===== config.mk =====
export PLATFORM = sky130hd
export DESIGN_NAME = mem_port_arbiter
export DESIGN_NICKNAME = d
export VERILOG_FILES = /design/src/rtl/mem_arb_pkg.sv /design/src/rtl/mem_lane_align.sv /design/src/rtl/mem_port_arbiter.sv
export SDC_FILE = /design/constraint.sdc
export NUM_CORES = 1
export LEC_CHECK = 0
export ABC_AREA = 1
export BUFFER_PORTS_ARGS = -buffer_cell sky130_fd_sc_hd__buf_2
export CORE_AREA = 2 2 97 99
export CTS_CLUSTER_DIAMETER = 200
export DETAILED_ROUTE_END_ITERATION = 16
export DIE_AREA = 0 0 99 101
export PLACE_DENSITY = 0.81
export SLEW_MARGIN = 5
export SYNTH_ARGS = -nofsm -noshare
export SYNTH_HDL_FRONTEND = slang
export SYNTH_SLANG_ARGS = --single-unit

===== constraint.sdc =====
create_clock -name clk -period 1.9 [get_ports clk]
set_input_delay 0 -clock clk [delete_from_list [all_inputs] [get_ports clk]]
set_output_delay 0 -clock clk [all_outputs]
set_load 0.01 [all_outputs]

===== src/rtl/mem_arb_pkg.sv =====
// mem_arb_pkg: access-size encodings, response owner tags and the response
// register layout shared by the unified memory port arbiter and its lane aligner.
package mem_arb_pkg;

    localparam logic [1:0] SZ_B = 2'b00;
    localparam logic [1:0] SZ_H = 2'b01;
    localparam logic [1:0] SZ_W = 2'b10;

    localparam logic [3:0] BE_W = 4'b1111;

    typedef enum logic [1:0] {
        OWN_NONE = 2'd0,
        OWN_IF   = 2'd1,
        OWN_D    = 2'd2
    } owner_e;

    // Everything the read-return cycle needs to steer and extend mem_rdata.
    typedef struct packed {
        owner_e     owner;
        logic [1:0] size;
        logic [1:0] off;
        logic       uns;
        logic       err;
    } rsp_t;

    function automatic logic is_misaligned(input logic [1:0] size, input logic [1:0] off);
        if (size == SZ_B) return 1'b0;
        if (size == SZ_H) return off[0];
        return off != 2'b00;
    endfunction

endpackage


===== src/rtl/mem_lane_align.sv =====
// mem_lane_align: combinational byte-lane steering. Request side builds byte
// enables and replicated store data; response side extracts and extends loads.
module mem_lane_align
    import mem_arb_pkg::*;
(
    input  logic [1:0]  req_size,
    input  logic [1:0]  req_off,
    input  logic [31:0] req_wdata,
    output logic [1:0]  req_off_eff,
    output logic [3:0]  req_be,
    output logic [31:0] req_wdata_rep,
    input  logic [1:0]  rsp_size,
    input  logic [1:0]  rsp_off,
    input  logic        rsp_unsigned,
    input  logic [31:0] rsp_raw,
    output logic [31:0] rsp_data
);

    logic [31:0] shifted;

    // NOTE: every output gets a default before the case, so no latch is inferred.
    always_comb begin
        req_off_eff   = 2'b00;
        req_be        = BE_W;
        req_wdata_rep = req_wdata;
        case (req_size)
            SZ_B: begin
                req_off_eff   = req_off;
                req_be        = 4'b0001 << req_off;
                req_wdata_rep = {4{req_wdata[7:0]}};
            end
            SZ_H: begin
                req_off_eff   = {req_off[1], 1'b0};
                req_be        = 4'b0011 << {req_off[1], 1'b0};
                req_wdata_rep = {2{req_wdata[15:0]}};
            end
            default: begin
                req_off_eff   = 2'b00;
                req_be        = BE_W;
                req_wdata_rep = req_wdata;
            end
        endcase
    end

    always_comb begin
        shifted  = rsp_raw >> {rsp_off, 3'b000};
        rsp_data = rsp_raw;
        case (rsp_size)
            SZ_B: rsp_data = rsp_unsigned ? {24'h0, shifted[7:0]}
                                          : {{24{shifted[7]}}, shifted[7:0]};
            SZ_H: rsp_data = rsp_unsigned ? {16'h0, shifted[15:0]}
                                          : {{16{shifted[15]}}, shifted[15:0]};
            default: rsp_data = rsp_raw;
        endcase
    end

endmodule


===== src/rtl/mem_port_arbiter.sv =====
// mem_port_arbiter: one-access-per-cycle sharing of the unified memory between
// fetch and data. Define MEM_ARB_ALIGN_CHK_EN to trap misaligned data accesses.
module mem_port_arbiter
    import mem_arb_pkg::*;
#(
    parameter int ADDR_W       = 8,
    parameter int STARVE_LIMIT = 4
) (
    input  logic              clk,
    input  logic              rst,
    input  logic              if_req,
    input  logic [31:0]       if_addr,
    output logic              if_gnt,
    output logic              if_rvalid,
    output logic [31:0]       if_rdata,
    input  logic              d_req,
    input  logic              d_we,
    input  logic [1:0]        d_size,
    input  logic              d_unsigned,
    input  logic [31:0]       d_addr,
    input  logic [31:0]       d_wdata,
    output logic              d_gnt,
    output logic              d_rvalid,
    output logic [31:0]       d_rdata,
    output logic              d_err,
    output logic              stall_if,
    output logic              mem_en,
    output logic [3:0]        mem_we,
    output logic [ADDR_W-1:0] mem_addr,
    output logic [31:0]       mem_wdata,
    input  logic [31:0]       mem_rdata
);

    localparam int SW = (STARVE_LIMIT > 0) ? $clog2(STARVE_LIMIT + 1) : 1;
    localparam logic [SW-1:0] LIMIT = SW'(STARVE_LIMIT);

    rsp_t          rsp;
    rsp_t          rsp_d;
    logic [SW-1:0] starve_cnt;
    logic          starve_hit;
    logic          d_mis;
    logic          d_access;
    logic [1:0]    req_off_eff;
    logic [3:0]    req_be;
    logic [31:0]   req_wdata_rep;
    logic [31:0]   rsp_word;
    logic [31:0]   d_load_data;
    logic [31:0]   if_rdata_q;
    logic [31:0]   d_rdata_q;
    logic          unused_addr_bits;

    assign unused_addr_bits = ^{if_addr[31:ADDR_W+2], if_addr[1:0], d_addr[31:ADDR_W+2]};

    // Fetch takes the port only once it has lost STARVE_LIMIT contended cycles in a row.
    assign starve_hit = (STARVE_LIMIT != 0) && (starve_cnt == LIMIT);

    always_comb begin
        if_gnt = 1'b0;
        d_gnt  = 1'b0;
        if (!rst) begin
            if (d_req && !(if_req && starve_hit)) d_gnt = 1'b1;
            else if (if_req)                      if_gnt = 1'b1;
        end
    end

`ifdef MEM_ARB_ALIGN_CHK_EN
    assign d_mis = is_misaligned(d_size, d_addr[1:0]);
`else
    assign d_mis = 1'b0;
`endif

    // A trapped data access still wins arbitration but never reaches the memory.
    assign d_access  = d_gnt & ~d_mis;
    assign mem_en    = if_gnt | d_access;
    assign mem_we    = (d_access && d_we) ? req_be : 4'b0000;
    assign mem_addr  = if_gnt ? if_addr[ADDR_W+1:2] : d_addr[ADDR_W+1:2];
    assign mem_wdata = req_wdata_rep;
    assign stall_if  = if_req & ~if_gnt & ~rst;

    mem_lane_align u_align (
        .req_size      (d_size),
        .req_off       (d_addr[1:0]),
        .req_wdata     (d_wdata),
        .req_off_eff   (req_off_eff),
        .req_be        (req_be),
        .req_wdata_rep (req_wdata_rep),
        .rsp_size      (rsp.size),
        .rsp_off       (rsp.off),
        .rsp_unsigned  (rsp.uns),
        .rsp_raw       (mem_rdata),
        .rsp_data      (rsp_word)
    );

    always_comb begin
        rsp_d       = '0;
        rsp_d.owner = OWN_NONE;
        rsp_d.size  = d_size;
        rsp_d.off   = req_off_eff;
        rsp_d.uns   = d_unsigned;
        if (if_gnt) begin
            rsp_d.owner = OWN_IF;
        end else if (d_gnt) begin
            rsp_d.owner = d_we ? OWN_NONE : OWN_D;
            rsp_d.err   = d_mis;
        end
    end

    // NOTE: state updates use non-blocking assignments so every register samples pre-edge values.
    always_ff @(posedge clk) begin
        if (rst) begin
            starve_cnt <= '0;
            rsp        <= '0;
            if_rdata_q <= '0;
            d_rdata_q  <= '0;
        end else begin
            if (!if_req || if_gnt)
                starve_cnt <= '0;
            else if (d_gnt && starve_cnt != LIMIT)
                starve_cnt <= starve_cnt + SW'(1);
            rsp <= rsp_d;
            if (if_rvalid) if_rdata_q <= mem_rdata;
            if (d_rvalid)  d_rdata_q  <= d_load_data;
        end
    end

    // Reset masks a pending response in the same cycle it is asserted.
    assign if_rvalid   = (rsp.owner == OWN_IF) && !rst;
    assign d_rvalid    = (rsp.owner == OWN_D) && !rst;
    assign d_load_data = rsp.err ? 32'h0 : rsp_word;
    assign if_rdata    = rst ? 32'h0 : (if_rvalid ? mem_rdata : if_rdata_q);
    assign d_rdata     = rst ? 32'h0 : (d_rvalid ? d_load_data : d_rdata_q);

`ifdef MEM_ARB_ALIGN_CHK_EN
    assign d_err = rsp.err & ~rst;
`else
    assign d_err = 1'b0;
`endif

endmodule

# == Word-level counts from Yosys, hierarchy flattened ==
# Cells that the tools add are included.
# op_classes
add_sub_neg,1
eq_ne,6
n_shift,3
muxes,21
bitwise_logic,6
reduce_logical,14
# op_table
op,n
$mux 32,7
$pmux 32 s2,2
$shr 32x5->16,1
$mux 8,1
$pmux 4 s2,1
$mux 1,7
$eq 2x1->1 const B,3
$logic_and 1x1->1,6
$logic_not 2->1,2
$mux 4,1
$pmux 2 s2,1
$shl 1x2->4 const A,1
$shl 2x2->4 const A,1
$add 3x1->3 const B,1
$eq 3x3->1 const B,1
$logic_not 1->1,3
$ne 3x3->1 const B,1
$not 1->1,3
$reduce_or 3->1,1
$and 1x1->1,2
$eq 2x2->1 const B,1
$mux 2,1
$reduce_or 2->1,1
$logic_or 1x1->1,1
$or 1x1->1,1
# totals
ff_bits,75
out_inout_bits,115
elab_cells,60

# == Longest topological paths before layout ==
# depth
word_depth,9
mapped_depth,10
ltp_nobuf,9

# == Hierarchy ==
# Synthesis repeated with hierarchy kept, for this count alone.
# hier_totals
hier_cells,641
hier_area_um2,4061.4
# modules_own_cells
module,instances,cells_per_inst,area_each_um2
mem_port_arbiter,1,371,2808.9
mem_lane_align,1,270,1252.5

# == Least setup slack after synthesis ==
# OpenSTA, ideal clock, no wires.
# synth_timing
path_type,register -> register
from,register starve_cnt[0]
to,register starve_cnt[2]
setup_ns,0.070
t_arrival_ns,1.311
path_slack_ns,0.519
stages_incl_launch_ff,10
path_buffers,0
period_less_slack_ns,1.381
path_cell_list,dfxtp_1 inv_1 ha_1 nand3_1 nand2_1 nor2_2 nand2_1 inv_1 o21ai_0 a21oi_1
# synth_rtl
element,line_no,text
from (decl),mem_port_arbiter.sv:39,logic [SW-1:0] starve_cnt;
from (signal assigned),mem_port_arbiter.sv:119,starve_cnt <= starve_cnt + SW'(1);
$eq 3x3->1,mem_port_arbiter.sv:55,assign starve_hit = (STARVE_LIMIT != 0) && (starve_cnt == LIMIT);
$logic_and 1x1->1,mem_port_arbiter.sv:61,if (d_req && !(if_req && starve_hit)) d_gnt = 1'b1;
$logic_not 1->1,mem_port_arbiter.sv:61,
$logic_and 1x1->1,mem_port_arbiter.sv:61,
$mux 1,mem_port_arbiter.sv:61,
$mux 1,mem_port_arbiter.sv:60,if (!rst) begin
via d_gnt,mem_port_arbiter.sv:22,"output logic d_gnt,"
$logic_and 1x1->1,mem_port_arbiter.sv:118,else if (d_gnt && starve_cnt != LIMIT)
# The timed path passes the listed nets, and every way through them passes these cells.
# A chain may end at the register's enable or synchronous reset.

# == Worst setup path after layout ==
# layout_timing
from,register rsp[2] in the netlist's numbering
to,output port d_rdata[8]
# layout_via
elab_chain_cells,6
# layout_rtl
element,line_no,text
from (decl),mem_port_arbiter.sv:37,rsp_t rsp;
from (signal assigned),mem_port_arbiter.sv:120,rsp <= rsp_d;
$shr 32x5->16 (*),mem_lane_align.sv:46,"shifted = rsp_raw >> {rsp_off, 3'b000};"
"$mux 32, on equally long branches","mem_lane_align.sv:51, mem_lane_align.sv:49",
$pmux 32 s2 (*),mem_lane_align.sv:48,case (rsp_size)
$mux 32 (*),mem_port_arbiter.sv:129,assign d_load_data = rsp.err ? 32'h0 : rsp_word;
$mux 32 (*) (2 in series),n/a,
to (decl),mem_port_arbiter.sv:24,"output logic [31:0] d_rdata,"
# Mark *: on every way between the ends. The rest lies on a longest branch, timed or not.

==> metrics.md <==
| Metric | Value |
|---|---|
| Status | completed |
| Fillers | ~800 |
| Fin crit share | a little over nine tenths |
| DR vias/cell | slightly above 5 |
| Critical Path End Type | output pin |
| Vias | 4609 |
| P_leak | 0.00301 uW |
| Number of DRC markers in iteration 0 | roughly 260 |
| Most frequent CP cell | nand2_1 |
| Switching share of power | a little under a third |
| Clock latency at the later pin of the worst-skew pair | between 0.3 and 0.4 ns |
| Largest net degree at the start of global routing | 63 |
| Clock skew | roughly 0.013 ns |
| Yosys warns | 0 |
| Hold Fails Final Rpt | 0 |
| Buf+Inv Stages, Crit Path | 3 |
| Post-Route WL | around 13000 microns |
| Worst path cell trace | buf_12 -> buf_4 -> o21ai_0 -> o22ai_1 -> nand2_1 -> nand2_1 -> nor2_1 -> a21oi_1 -> buf_2 |
| Initial antenna violation count | 0 |
| Hold WC Path Type | input port to register |
| I/O Pins | 251 |
| Die extent in y | between 100 and 150 microns |
| Syn avg cell area | roughly 6.6 sq um |
| CTS root buffer | clkbuf_8 |
| Synth top area share | 39.3% |
| Post-synth top area cell | dfxtp_1 |
| Synthesized flop and latch total | 74 |
| CTS tree | done |
| Mapped Cells | 570 |
| Critical-path maximum fanout | 11 |
| Comb pwr share | 22.6% |
| Crit path time final | between 1.5 and 2 ns |
| H-Tree Depth | 3 |
| Sequential Power Share | between 40 and 50% |
| CP max stage delay | ~0.38 ns |
| Max-slew violation count | 0 |
| Routability-driven placement congestion ratio | between 0.9 and 1 |
| Chip width | slightly below 100 microns |
| Global-route wire length before repair | 19700 microns |
| Tightest Pin Transition | a little over 0.7 ns |
| Nets@finish | ~940 |
| Critical path class | register to output pin |
| PwrDens | between 600 and 700 nW/um^2 |
| Post-synth EDFFs | 0 |
| Placed Cells | around 860 |
| Ant. Diodes | 0 |
| Slowest stage cell, crit path | dfxtp_4 |
| Post-Syn Nets | about 700 |
| Grt total ovfl | 0 |
| RSZ-0062 raised after global routing | true |
| Row cnt | 35 |
| Hold WS | ~0.018 ns |
| Number of max-cap violations | 0 |
| Clock power share | about 32% |
| Fin cells | slightly above 900 |
| Deepest clock path buffer count | 2 |
| TritonRoute pass-1 iters | 5 |
| Synth area leaders | dfxtp_1 39%, nand2_1 17%, a21oi_1 8.6% |
| CP required | between 1.5 and 2 ns |
| CP Launch Type | register |
| Die area | about 10000 sq um |
| Main synth FF type | dfxtp_1 |
| Post-synthesis cell area | between 3000 and 4000 sq um |
| Worst-path clk slew | ~0.080 ns |
| Count of unique library cells instantiated by Yosys | 33 |
| Count of final setup violators | 0 |
| Area Overhead vs Synth | 46.8% |
| Routed len/inst | ~14 microns |
| Initial Util | between 40% and 50% |
| Core Area | 8980 sq um |
| Switching power | around 1100 uW |
| DRC | 0 |
| Routed Antenna Nets | 0 |
| Layout cells sized above 1 | about a third |
| Max_slew headroom | a little over half |
| Vias in the first global route | 4109 |
| Cell Int Power | 2510 uW |
| CTS Buf Count | 9 |
| F_max | around 0.55 GHz |
| GRT Resource Usage Total | approximately a quarter |
| Register area share after synthesis | about two fifths |
| Area of the multi-input gates | between 1500 and 2000 sq um |
| DP HPWL | about 9500 microns |
| Post-synth ARST share | 0% |
| IO buf count | slightly above 200 |
| Crit path DAT | 1.82 ns |
| Area occupied by registers | about 1500 sq um |
| Clk sinks | 74 |
| Delay-heaviest family, CP | buffers and inverters |
| Maximum VDD drop | ~0.34 mV |
==> logic make-up (layout without fill, tap and decap cells) <==
kind of cell               Yosys count  count (layout)  synth area share (%)
AOI/OAI and AO/OA                  145             145                  20.8
xor gates and xnor gates             1               1                 0.232
adders and majority gates            2               2                 0.663
buffers and inverters              100             333                  12.0
DFF                                 74              74                  39.3
other                                1               1                0.0994
and+or+nand+nor                    247             247                  26.9
==> path summary, 6_finish.rpt <==
check / endpoint / cells past startpoint / start / slack (ns)
setup reg to reg: d_rdata_q[5] / 5 / rsp[3] / 0.48
setup / recovery: d_rdata[8] / 9 / rsp[2] / 0.08
hold reg to reg: d_rdata_q[0] / 2 / d_rdata_q[0] / 0.46
hold / removal: if_rdata_q[27] / 3 / mem_rdata[27] / 0.02
==> tightest hold or removal path, stage by stage <==
cell and delay (ns):
buf_2 0.07, inv_1 0.09, a21oi_1 0.17
==> area by class of cell <==
cell class	instances	area share, %
multi-input combinational	396	34.3
timing repair buffer	256	28.5
sequential	74	26.9
inverter	60	4.34
clock buffer	11	2.73
tap	111	2.51
clock inverter	5	0.678
timing repair inverter	1	0.158
==> through the flow <==
step | setup slack (ns) | instance area (sq um) | util, % | power (uW) | setup TNS, ns
6_report | 0.0825 | 5540 | 61.7 | 3620 | 0
2_1_floorplan | 0.519 | 3770 | - | 2080 | 0
3_5_place_dp | 0.318 | 4820 | 53.7 | 2390 | 0
4_1_cts | 0.00142 | 5370 | 59.9 | 3590 | 0
5_1_grt | -0.101 | 5540 | 61.7 | 3770 | -0.125
3_3_place_gp | 0.352 | 4820 | 53.7 | 2380 | 0
==> routing by layer <==
metal / share of wire, % / wire (microns) / track usage (%) / vias up
met2: 49 / 6380 / 43.8 / 240
li1: - / - / - / 2291
met5: 0 / 0 / 0 / -
met4: 3.0 / 385 / 10.6 / 0
met3: 8.4 / 1100 / 5.06 / 32
met1: 40 / 5170 / 29.2 / 2046
==> Yosys cell counts (2+ instances only) <==
cell,number
nand2_1,170
a21oi_1,65
nor2_4,2
inv_1,53
nor2_1,39
o211ai_1,4
nor2_2,2
nand3_2,2
dfxtp_1,74
o21ai_0,52
o22ai_1,11
a31oi_1,2
ha_1,2
o31ai_1,6
buf_4,13
buf_6,2
a21oi_2,3
clkbuf_1,13
nand3_1,23
clkinv_1,2
inv_2,5
nor3_1,4
nand2_2,2
buf_2,10
==> power groups by stage <==
stage               clock network (uW)  registers [uW]  logic, uW
floorplan                            0            1670        410
global placement                     0            1670        706
detailed placement                   0            1680        711
CTS                               1170            1640        782
global route                      1230            1650        896
finish                            1160            1640        817
==> flip-flops by register name, indices dropped and copies added (netlist names) <==
| name | count |
|---|---|
| rsp | 7 |
| d_rdata_q | 32 |
| if_rdata_q | 32 |
| starve_cnt | 3 |
==> cells in the final DEF, fill, tap and decap left out, drive strengths merged, types with 2 or more instances in the layout <==
cell / Yosys / routed
buf: 26 / 224
nand2: 173 / 173
dfxtp: 74 / 74
a21oi: 68 / 68
inv: 58 / 60
o21ai: 53 / 53
nor2: 43 / 43
dlygate4sd3: 0 / 32
nand3: 25 / 25
o22ai: 11 / 11
clkbuf: 14 / 11
o31ai: 6 / 6
nor3: 5 / 5
o211ai: 4 / 4
clkinv: 2 / 4
a31oi: 2 / 2
ha: 2 / 2
clkinvlp: 0 / 2
==> what timing repair did <==
item / 4_1_cts / 5_1_grt
endpoints found under the hold margin: 35 / 0
resized for setup: 4 / 29
gates cloned: 0 / 1
pin swaps: 1 / 5
setup buffers: 2 / 7
setup endpoints to repair: 13 / 37
hold buffers: 32 / 0
Power figures use the tool's default switching activity.
